$ cat src/rtl/ip_packet_rx.sv
// Receive-side IPv4 deframer: parses a fixed 34-byte frame from the MAC, filters on
// destination MAC/IP, version byte and header checksum, and presents accepted packets to the accelerator.
module ip_packet_rx #(
  parameter int AXI_S_DATA_WIDTH = 8,
  parameter int IP_ADDR_WIDTH    = 32,
  parameter int MAC_ADDR_WIDTH   = 48,
  parameter int ACCEL_DATA_WIDTH = 10,
  parameter bit ACCEPT_BROADCAST = 1'b1
) (
  input  logic                        aclk,
  input  logic                        areset,
  input  logic [IP_ADDR_WIDTH-1:0]    ACCELERATOR_IP_ADDRESS,
  input  logic [MAC_ADDR_WIDTH-1:0]   ACCELERATOR_MAC_ADDRESS,
  input  logic [AXI_S_DATA_WIDTH-1:0] MAC_DATA_IN,
  input  logic                        MAC_DATA_VALID,
  input  logic                        MAC_DATA_LAST,
  output logic                        MAC_DATA_READY,
  output logic [IP_ADDR_WIDTH-1:0]    SENDER_IP_ADDRESS,
  output logic [MAC_ADDR_WIDTH-1:0]   SENDER_MAC_ADDRESS,
  output logic [ACCEL_DATA_WIDTH-1:0] RECEIVED_MESSAGE,
  output logic                        MESSAGE_VALID,
  input  logic                        MESSAGE_READY,
  output logic                        PACKET_DROPPED
);

  typedef enum logic [2:0] {
    S_IDLE, S_ETH_HDR, S_IP_HDR, S_PAYLOAD, S_HOLD, S_DISCARD
  } state_t;

  state_t r_state, w_state_nxt;

  logic [5:0]                r_cnt;
  logic                      r_own_bad, r_bcast_bad, r_ver_bad, r_ip_bad, r_csum_bad;
  logic [19:0]               r_acc;
  logic [7:0]                r_hi;
  logic [1:0]                r_b32;
  logic [MAC_ADDR_WIDTH-1:0] r_src_mac;
  logic [IP_ADDR_WIDTH-1:0]  r_src_ip;

  logic        w_beat, w_parse, w_load, w_drop, w_all_ok;
  logic [7:0]  w_mac_byte, w_ip_byte;
  logic [19:0] w_acc_sum;
  logic [16:0] w_fold1;
  logic [15:0] w_fold2;

  assign MAC_DATA_READY = (r_state != S_HOLD);
  assign w_beat  = MAC_DATA_VALID && MAC_DATA_READY;
  assign w_parse = w_beat && (r_state != S_DISCARD);

  always_comb begin
    w_mac_byte = ACCELERATOR_MAC_ADDRESS[7:0];
    case (r_cnt[2:0])
      3'd0:    w_mac_byte = ACCELERATOR_MAC_ADDRESS[47:40];
      3'd1:    w_mac_byte = ACCELERATOR_MAC_ADDRESS[39:32];
      3'd2:    w_mac_byte = ACCELERATOR_MAC_ADDRESS[31:24];
      3'd3:    w_mac_byte = ACCELERATOR_MAC_ADDRESS[23:16];
      3'd4:    w_mac_byte = ACCELERATOR_MAC_ADDRESS[15:8];
      default: w_mac_byte = ACCELERATOR_MAC_ADDRESS[7:0];
    endcase
  end

  // Destination IP occupies bytes 28..31, so the low two count bits select the octet.
  always_comb begin
    w_ip_byte = ACCELERATOR_IP_ADDRESS[7:0];
    case (r_cnt[1:0])
      2'd0:    w_ip_byte = ACCELERATOR_IP_ADDRESS[31:24];
      2'd1:    w_ip_byte = ACCELERATOR_IP_ADDRESS[23:16];
      2'd2:    w_ip_byte = ACCELERATOR_IP_ADDRESS[15:8];
      default: w_ip_byte = ACCELERATOR_IP_ADDRESS[7:0];
    endcase
  end

  assign w_acc_sum = r_acc + {4'd0, r_hi, MAC_DATA_IN};
  assign w_fold1   = {1'b0, w_acc_sum[15:0]} + {13'd0, w_acc_sum[19:16]};
  assign w_fold2   = w_fold1[15:0] + {15'd0, w_fold1[16]};

  assign w_all_ok = !(r_own_bad && (r_bcast_bad || !ACCEPT_BROADCAST)) &&
                    !r_ver_bad && !r_ip_bad && !r_csum_bad;

  always_ff @(posedge aclk or posedge areset) begin
    if (areset) r_state <= S_IDLE;
    else        r_state <= w_state_nxt;
  end

  always_comb begin
    w_state_nxt = r_state;
    w_load      = 1'b0;
    w_drop      = 1'b0;
    case (r_state)
      S_IDLE, S_ETH_HDR, S_IP_HDR, S_PAYLOAD: begin
        if (w_beat) begin
          if (r_cnt == 6'd33) begin
            if (!MAC_DATA_LAST) begin
              w_state_nxt = S_DISCARD;
            end else if (w_all_ok) begin
              w_state_nxt = S_HOLD;
              w_load      = 1'b1;
            end else begin
              w_state_nxt = S_IDLE;
              w_drop      = 1'b1;
            end
          end else if (MAC_DATA_LAST) begin
            w_state_nxt = S_IDLE;
            w_drop      = 1'b1;
          end else if (r_cnt == 6'd0) begin
            w_state_nxt = S_ETH_HDR;
          end else if (r_cnt == 6'd11) begin
            w_state_nxt = S_IP_HDR;
          end else if (r_cnt == 6'd31) begin
            w_state_nxt = S_PAYLOAD;
          end
        end
      end
      S_DISCARD: begin
        if (w_beat && MAC_DATA_LAST) begin
          w_state_nxt = S_IDLE;
          w_drop      = 1'b1;
        end
      end
      S_HOLD: begin
        if (MESSAGE_READY) w_state_nxt = S_IDLE;
      end
      default: w_state_nxt = S_IDLE;
    endcase
  end

  // Counter parks at 33 through DISCARD and clears whenever a frame ends.
  always_ff @(posedge aclk or posedge areset) begin
    if (areset) begin
      r_cnt       <= 6'd0;
      r_own_bad   <= 1'b0;
      r_bcast_bad <= 1'b0;
      r_ver_bad   <= 1'b0;
      r_ip_bad    <= 1'b0;
      r_csum_bad  <= 1'b0;
    end else begin
      if (w_state_nxt == S_IDLE || w_state_nxt == S_HOLD) r_cnt <= 6'd0;
      else if (w_beat && r_cnt != 6'd33)                   r_cnt <= r_cnt + 6'd1;

      if (w_parse) begin
        if (r_cnt == 6'd0) begin
          r_own_bad   <= (MAC_DATA_IN != w_mac_byte);
          r_bcast_bad <= (MAC_DATA_IN != 8'hFF);
          r_ver_bad   <= 1'b0;
          r_ip_bad    <= 1'b0;
          r_csum_bad  <= 1'b0;
        end else if (r_cnt < 6'd6) begin
          r_own_bad   <= r_own_bad   | (MAC_DATA_IN != w_mac_byte);
          r_bcast_bad <= r_bcast_bad | (MAC_DATA_IN != 8'hFF);
        end
        if (r_cnt == 6'd12)                      r_ver_bad  <= (MAC_DATA_IN != 8'h45);
        if (r_cnt >= 6'd28 && r_cnt <= 6'd31)    r_ip_bad   <= r_ip_bad | (MAC_DATA_IN != w_ip_byte);
        if (r_cnt == 6'd31)                      r_csum_bad <= (w_fold2 != 16'hFFFF);
      end
    end
  end

  // Shadow capture and checksum accumulation; contents only matter within a frame.
  always_ff @(posedge aclk) begin
    if (w_parse) begin
      if (r_cnt == 6'd0) r_acc <= 20'd0;
      if (r_cnt >= 6'd6 && r_cnt <= 6'd11)
        r_src_mac <= {r_src_mac[MAC_ADDR_WIDTH-9:0], MAC_DATA_IN};
      if (r_cnt >= 6'd24 && r_cnt <= 6'd27)
        r_src_ip <= {r_src_ip[IP_ADDR_WIDTH-9:0], MAC_DATA_IN};
      if (r_cnt >= 6'd12 && r_cnt <= 6'd31) begin
        if (!r_cnt[0]) r_hi  <= MAC_DATA_IN;
        else           r_acc <= w_acc_sum;
      end
      if (r_cnt == 6'd32) r_b32 <= MAC_DATA_IN[1:0];
    end
  end

  always_ff @(posedge aclk or posedge areset) begin
    if (areset) begin
      MESSAGE_VALID      <= 1'b0;
      PACKET_DROPPED     <= 1'b0;
      SENDER_IP_ADDRESS  <= '0;
      SENDER_MAC_ADDRESS <= '0;
      RECEIVED_MESSAGE   <= '0;
    end else begin
      PACKET_DROPPED <= w_drop;
      if (w_load) begin
        MESSAGE_VALID      <= 1'b1;
        SENDER_IP_ADDRESS  <= r_src_ip;
        SENDER_MAC_ADDRESS <= r_src_mac;
        RECEIVED_MESSAGE   <= {r_b32, MAC_DATA_IN};
      end else if (r_state == S_HOLD && MESSAGE_READY) begin
        MESSAGE_VALID <= 1'b0;
      end
    end
  end

endmodule

$ cat config.mk
export PLATFORM = sky130hd
export DESIGN_NAME = ip_packet_rx
export DESIGN_NICKNAME = d
export VERILOG_FILES = /design/src/rtl/ip_packet_rx.sv
export SDC_FILE = /design/constraint.sdc
export NUM_CORES = 1
export LEC_CHECK = 0
export BUFFER_PORTS_ARGS = -buffer_cell sky130_fd_sc_hd__buf_2
export CORE_ASPECT_RATIO = 1.25
export CORE_MARGIN = 5
export CORE_UTILIZATION = 40
export DETAILED_ROUTE_END_ITERATION = 7
export PLACE_DENSITY = 0.65
export SLEW_MARGIN = 20
export SYNTH_ARGS = -nofsm -noshare
export SYNTH_HDL_FRONTEND = slang
export SYNTH_SLANG_ARGS = --single-unit
$ cat constraint.sdc
create_clock -name aclk -period 9.1 [get_ports aclk]
set_clock_uncertainty 0.05 [all_clocks]
set_input_delay 1.82 -clock aclk [delete_from_list [all_inputs] [get_ports aclk]]
set_output_delay 1.82 -clock aclk [all_outputs]
set_load 0.02 [all_outputs]
Yosys cells after proc, flatten, opt, wreduce, memory -nomap -nowiden

Cells that the tools add are included.

Register bits after elaboration: 216
Latch bits: 0
RAM bits: 0
Bits in read-only memories: 0
Input bits: 93
Output and inout bits: 93
Memories: 0

$add $sub $neg: 4
Multiply operators: 0
Divide/modulo/power cells: 0
Order comparisons: 8
Eq/ne operators: 25
Shift-type cells: 0
Multiplexer cells: 40
Bitwise operators: 4
Reductions and logical operators: 38

Operators by type and width:

| cell                   | count |
|---|---|
| $mux W20               | 3 |
| $pmux W8 S5            | 1 |
| $mux W3                | 10 |
| $pmux W8 S3            | 1 |
| $mux W1                | 21 |
| $add A20 B16 Y20       | 1 |
| $add A16 B4 Y17        | 1 |
| $add A16 B1 Y16        | 1 |
| $ne A16 B16 Y1 const B | 1 |
| $ne A8 B8 Y1           | 2 |
| $reduce_and A2 Y1      | 7 |
| $logic_and A1 B1 Y1    | 13 |
| $eq A3 B2 Y1 const B   | 4 |
| $eq A3 B3 Y1 const B   | 4 |
| $eq A6 B4 Y1 const B   | 2 |
| $eq A6 B6 Y1 const B   | 2 |
| $ge A6 B5 Y1 const B   | 2 |
| $le A6 B5 Y1 const B   | 2 |
| $mux W6                | 2 |
| $reduce_bool A2 Y1     | 6 |
| $logic_not A3 Y1       | 3 |
| $pmux W3 S3            | 1 |
| $ne A8 B7 Y1 const B   | 1 |
| $ne A8 B8 Y1 const B   | 1 |
| 20 further kinds       | 27 |

Depth between registers and ports, before layout

Depth in word-level cells: 13
Depth in mapped cells: 29
Depth with buffers taken out: 28

Least setup slack after synthesis

Ideal clock, no wire load.

Path type: input -> register
Start: input port MAC_DATA_IN[0]
End: register r_csum_bad
Setup time: 0.126 ns
Arrival time: 6.995 ns
Setup slack: 1.929 ns
Stages: 28
Path buffers: 1
Path through: ha_1 inv_1 fa_1 nand2b_1 a211oi_2 o211ai_1 a211oi_1 o21ai_0 a21oi_1 o21ai_0 and2_1 xnor2_1 ha_1 fa_1 a21o_1 a21oi_1 or3_1 buf_6 nand3b_1 nor2_1 and4_1 ha_1 and3_1 nand2_1 or4_1 maj3_2 nor4b_2 a21oi_1

Cells in the longest elaborated chain, start to end: 5

RTL lines:

| element                | line | RTL |
|---|---|---|
| start: declaration     | 14   | `input logic [AXI_S_DATA_WIDTH-1:0] MAC_DATA_IN,` |
| $add A20 B16 Y20       | 73   | `assign w_acc_sum = r_acc + {4'd0, r_hi, MAC_DATA_IN};` |
| $add A16 B4 Y17        | 74   | `assign w_fold1 = {1'b0, w_acc_sum[15:0]} + {13'd0, w_acc_sum[19:16]};` |
| $add A16 B1 Y16        | 75   | `assign w_fold2 = w_fold1[15:0] + {15'd0, w_fold1[16]};` |
| $ne A16 B16 Y1         | 153  | `if (r_cnt == 6'd31) r_csum_bad <= (w_fold2 != 16'hFFFF);` |
| $mux W1                | 153  |  |
| end signal: assignment | 153  |  |
| end: declaration       | 33   | `logic r_own_bad, r_bcast_bad, r_ver_bad, r_ip_bad, r_csum_bad;` |

No other way between the ends.
A chain may end at the register's enable or synchronous reset.

Worst setup path in the final report

Same ends and word-level chain as after synthesis.

==> impl_metrics.toml <==
[die]
num_io_pins = 186
rows = 64
initial_core_util = 0.407
dieArea_um2 = 28300
coreArea_um2 = 24600
die_w_um = 151
die_h_um = 187

[logic_synthesis]
synth_cell_types = 67
synth.top_cell.area_share = 0.330
synth-edff-count = 110
yosysTopAreaCell = "edfxtp_1"
async_flop_share = 0.491
ys.flop_type = "edfxtp_1"
synthesis.nets = 883
avgSynthCellArea_um2 = 13.1
synthesis.area_um2 = 10000
ys_seq_area_frac = 0.595
synth_cells = 761
ys_seq_elements = 216
yosysWarningCount = 0
yosys-top-cells-area = "edfxtp_1 33%, dfrtp_1 27%, mux2_2 10%, ha_1 3.4%, xnor2_1 2.0%"

[power]
comb_power_share = 0.238
p_leak_nw = 5.48
power_density_nw_per_um2 = 220
p_switching_uw = 786
seqPwrFrac = 0.411
p_int_mw = 1.86
clkPwrFrac = 0.351
switching_share = 0.297
ir_worst_vdd_mv = 0.124
p_total_mw = 2.65

[clock_network]
clk_path_buf_depth = 3
ctsHoldBuffers = 0
htreeDepth = 1
clock_latency_ns = 0.49
cts_buffers = 22
cts_setup_buffers = 0
cts_root_buffer = "clkbuf_16"
path_clk_slew_ns = 0.06
cts_resized = 0
cts_sinks = 216
cts_tree = "built"

[route]
post-route-drc-count = 0
viasPerCell = 5.31
ant_nets = 0
dr_total_vias = 6846
drt-wirelength-per-cell_um = 19.2
routed_wl_mm = 24.8
drtIter0Drc = 395
drt_first_pass_iters = 7

[final_layout]
ff_latch_area_um2 = 5960
fin_area_um2 = 12000
utilization = 0.490
nets = 1064
fillers = 2214
multiInputGateArea_um2 = 3830
final_layout_size_suffix_gt1_frac = 0.347
syn2layout_area_growth_pct = 20.4
stdcell_count = 1289

[timing]
fin_crit_ns = 7.58
worst_slack_ns = 1.52
finalSetupViolations = 0
finalHoldViolations = 0
worst_pin_slew_ns = 0.995
tns_ns = 0
finalCritPeriodShare = 0.833
slew_headroom = 0.336
max_freq_ghz = 0.132
whs_ns = 0.393
rsz0062_at_grt = "no"
maxSlewViolCount = 0

[job]
drv_cap = 0

[grt]
grt_max_degree = 71
grtUsageTotal = 0.174
first_global_vias = 7032
grt_overflow = 0
antenna_found_initial = 3
grt_pass1_wl_mm = 39.1

[worst_setup_path]
arrival_ns = 7.91
cp_data_required_time_ns = 9.42
cp_max_fo = 9
cp-end-kind = "register"
start_kind = "primary input"
cpMostUsedCell = "ha_1"
critPathSlowestCell = "or3_1"
max_stage_delay_ns = 0.50
crit_type = "in2reg"

[place]
dpl.hpwl_mm = 17.8
gp_congestion = 0.899
io_buffers = 185
pre_cts_ws_ns = 1.04
place_area_um2 = 11300
dpl.cell_count = 1248

[outcome]
outcome = "finished, final reports clean"

[min_path]
hold_class = "reg2reg"
Yosys cell counts (all sizes together) (10+ instances only):
cell type / count
edfxtp: 110
dfrtp: 106
mux2: 89
nand2: 38
o21ai: 33
clkbuf: 32
nor2: 32
a21oi: 28
ha: 27
inv: 26
xnor2: 23
xor2: 19
a222oi: 16
o211ai: 14
a22o: 13
nand3: 13
nor3: 13
mux2i: 11
nand4: 10
worst paths after layout:
kind	endpoint	from	cells past startpoint	slack, ns
max	r_csum_bad$_DFFE_PP0P_	MAC_DATA_IN[0]	29	1.52
min	r_src_mac[25]$_DFFE_PP_	r_src_mac[17]$_DFFE_PP_	0	0.39
max reg2reg	r_csum_bad$_DFFE_PP0P_	r_acc[0]$_DFFE_PP_	28	2.73
min reg2reg	r_src_mac[25]$_DFFE_PP_	r_src_mac[17]$_DFFE_PP_	0	0.39
max in group asynchronous	r_cnt[1]$_DFFE_PP0P_	areset	3	6.44
min in group asynchronous	SENDER_IP_ADDRESS[27]$_DFFE_PP0P_	areset	2	1.38
worst max-delay path: cells and delay by family:
kind	cells	cell delay, ns
AND/OR/NAND/NOR	10	2.34
AO/OA/AOI/OAI	10	1.90
adder cells (fa/ha/maj)	6	1.43
buffers and inverters	2	0.28
XOR/XNOR	1	0.15
state kept, by name, indices dropped and copies added, names as in the netlist, 2 cells and up:
signal,count
SENDER_MAC_ADDRESS,48
r_src_ip,32
r_b32,2
r_acc,20
r_state,3
r_hi,8
SENDER_IP_ADDRESS,32
RECEIVED_MESSAGE,10
r_src_mac,48
r_cnt,6
area by class of cell:
class,count,area share
clock inverters,4,0.00467
inverters,26,0.00831
flip-flops and latches,216,0.494
diodes,1,0.000208
clock buffers,36,0.0587
repair buffers,192,0.0812
multi-input cells,484,0.318
well taps,330,0.0343
layer usage:
layer	vias to the layer above	global-route usage	routed length [um]
met5	-	0	27
met4	4	0.0579	777
met3	43	0.0332	1560
met2	198	0.306	12800
met1	3359	0.213	9620
li1	3242	-	-
cell usage in the layout, fill, tap and decap left out, types with 7 or more instances in the layout:
cell / Yosys / routed
and3_1: 7 / 7
a21oi_1: 28 / 28
clkbuf_1: 31 / 7
a222oi_1: 16 / 16
buf_2: 1 / 185
inv_1: 26 / 25
xnor2_1: 23 / 23
a22oi_1: 8 / 8
buf_4: 0 / 7
nand2_1: 38 / 38
o211ai_1: 13 / 13
a22o_1: 13 / 13
xor2_1: 19 / 19
nor2_1: 31 / 29
mux2_2: 89 / 89
nor3_1: 12 / 11
edfxtp_1: 110 / 110
o21ai_0: 31 / 31
nand3_1: 13 / 13
ha_1: 27 / 27
mux2i_1: 11 / 11
dfrtp_1: 106 / 106
or3_1: 8 / 8
nand4_1: 10 / 10
clkbuf_16: 0 / 25
cell families after synthesis:
kind of cell,Yosys count,share of synthesized area
flops,216,0.595
simple gates,160,0.0842
compound gates,151,0.107
mux,100,0.111
buf+inv,61,0.0241
xor+xnor,43,0.0390
fa+ha+maj,30,0.0389
power groups by stage:
stage / clock network, mW / logic (mW) / registers (mW)
floorplan: 0 / 0.450 / 1.10
global placement: 0 / 0.632 / 1.11
detailed placement: 0 / 0.634 / 1.11
CTS: 0.953 / 0.638 / 1.09
global route: 0.998 / 0.698 / 1.09
finish: 0.928 / 0.630 / 1.09
No activity file was read; power rests on OpenSTA's default activity.
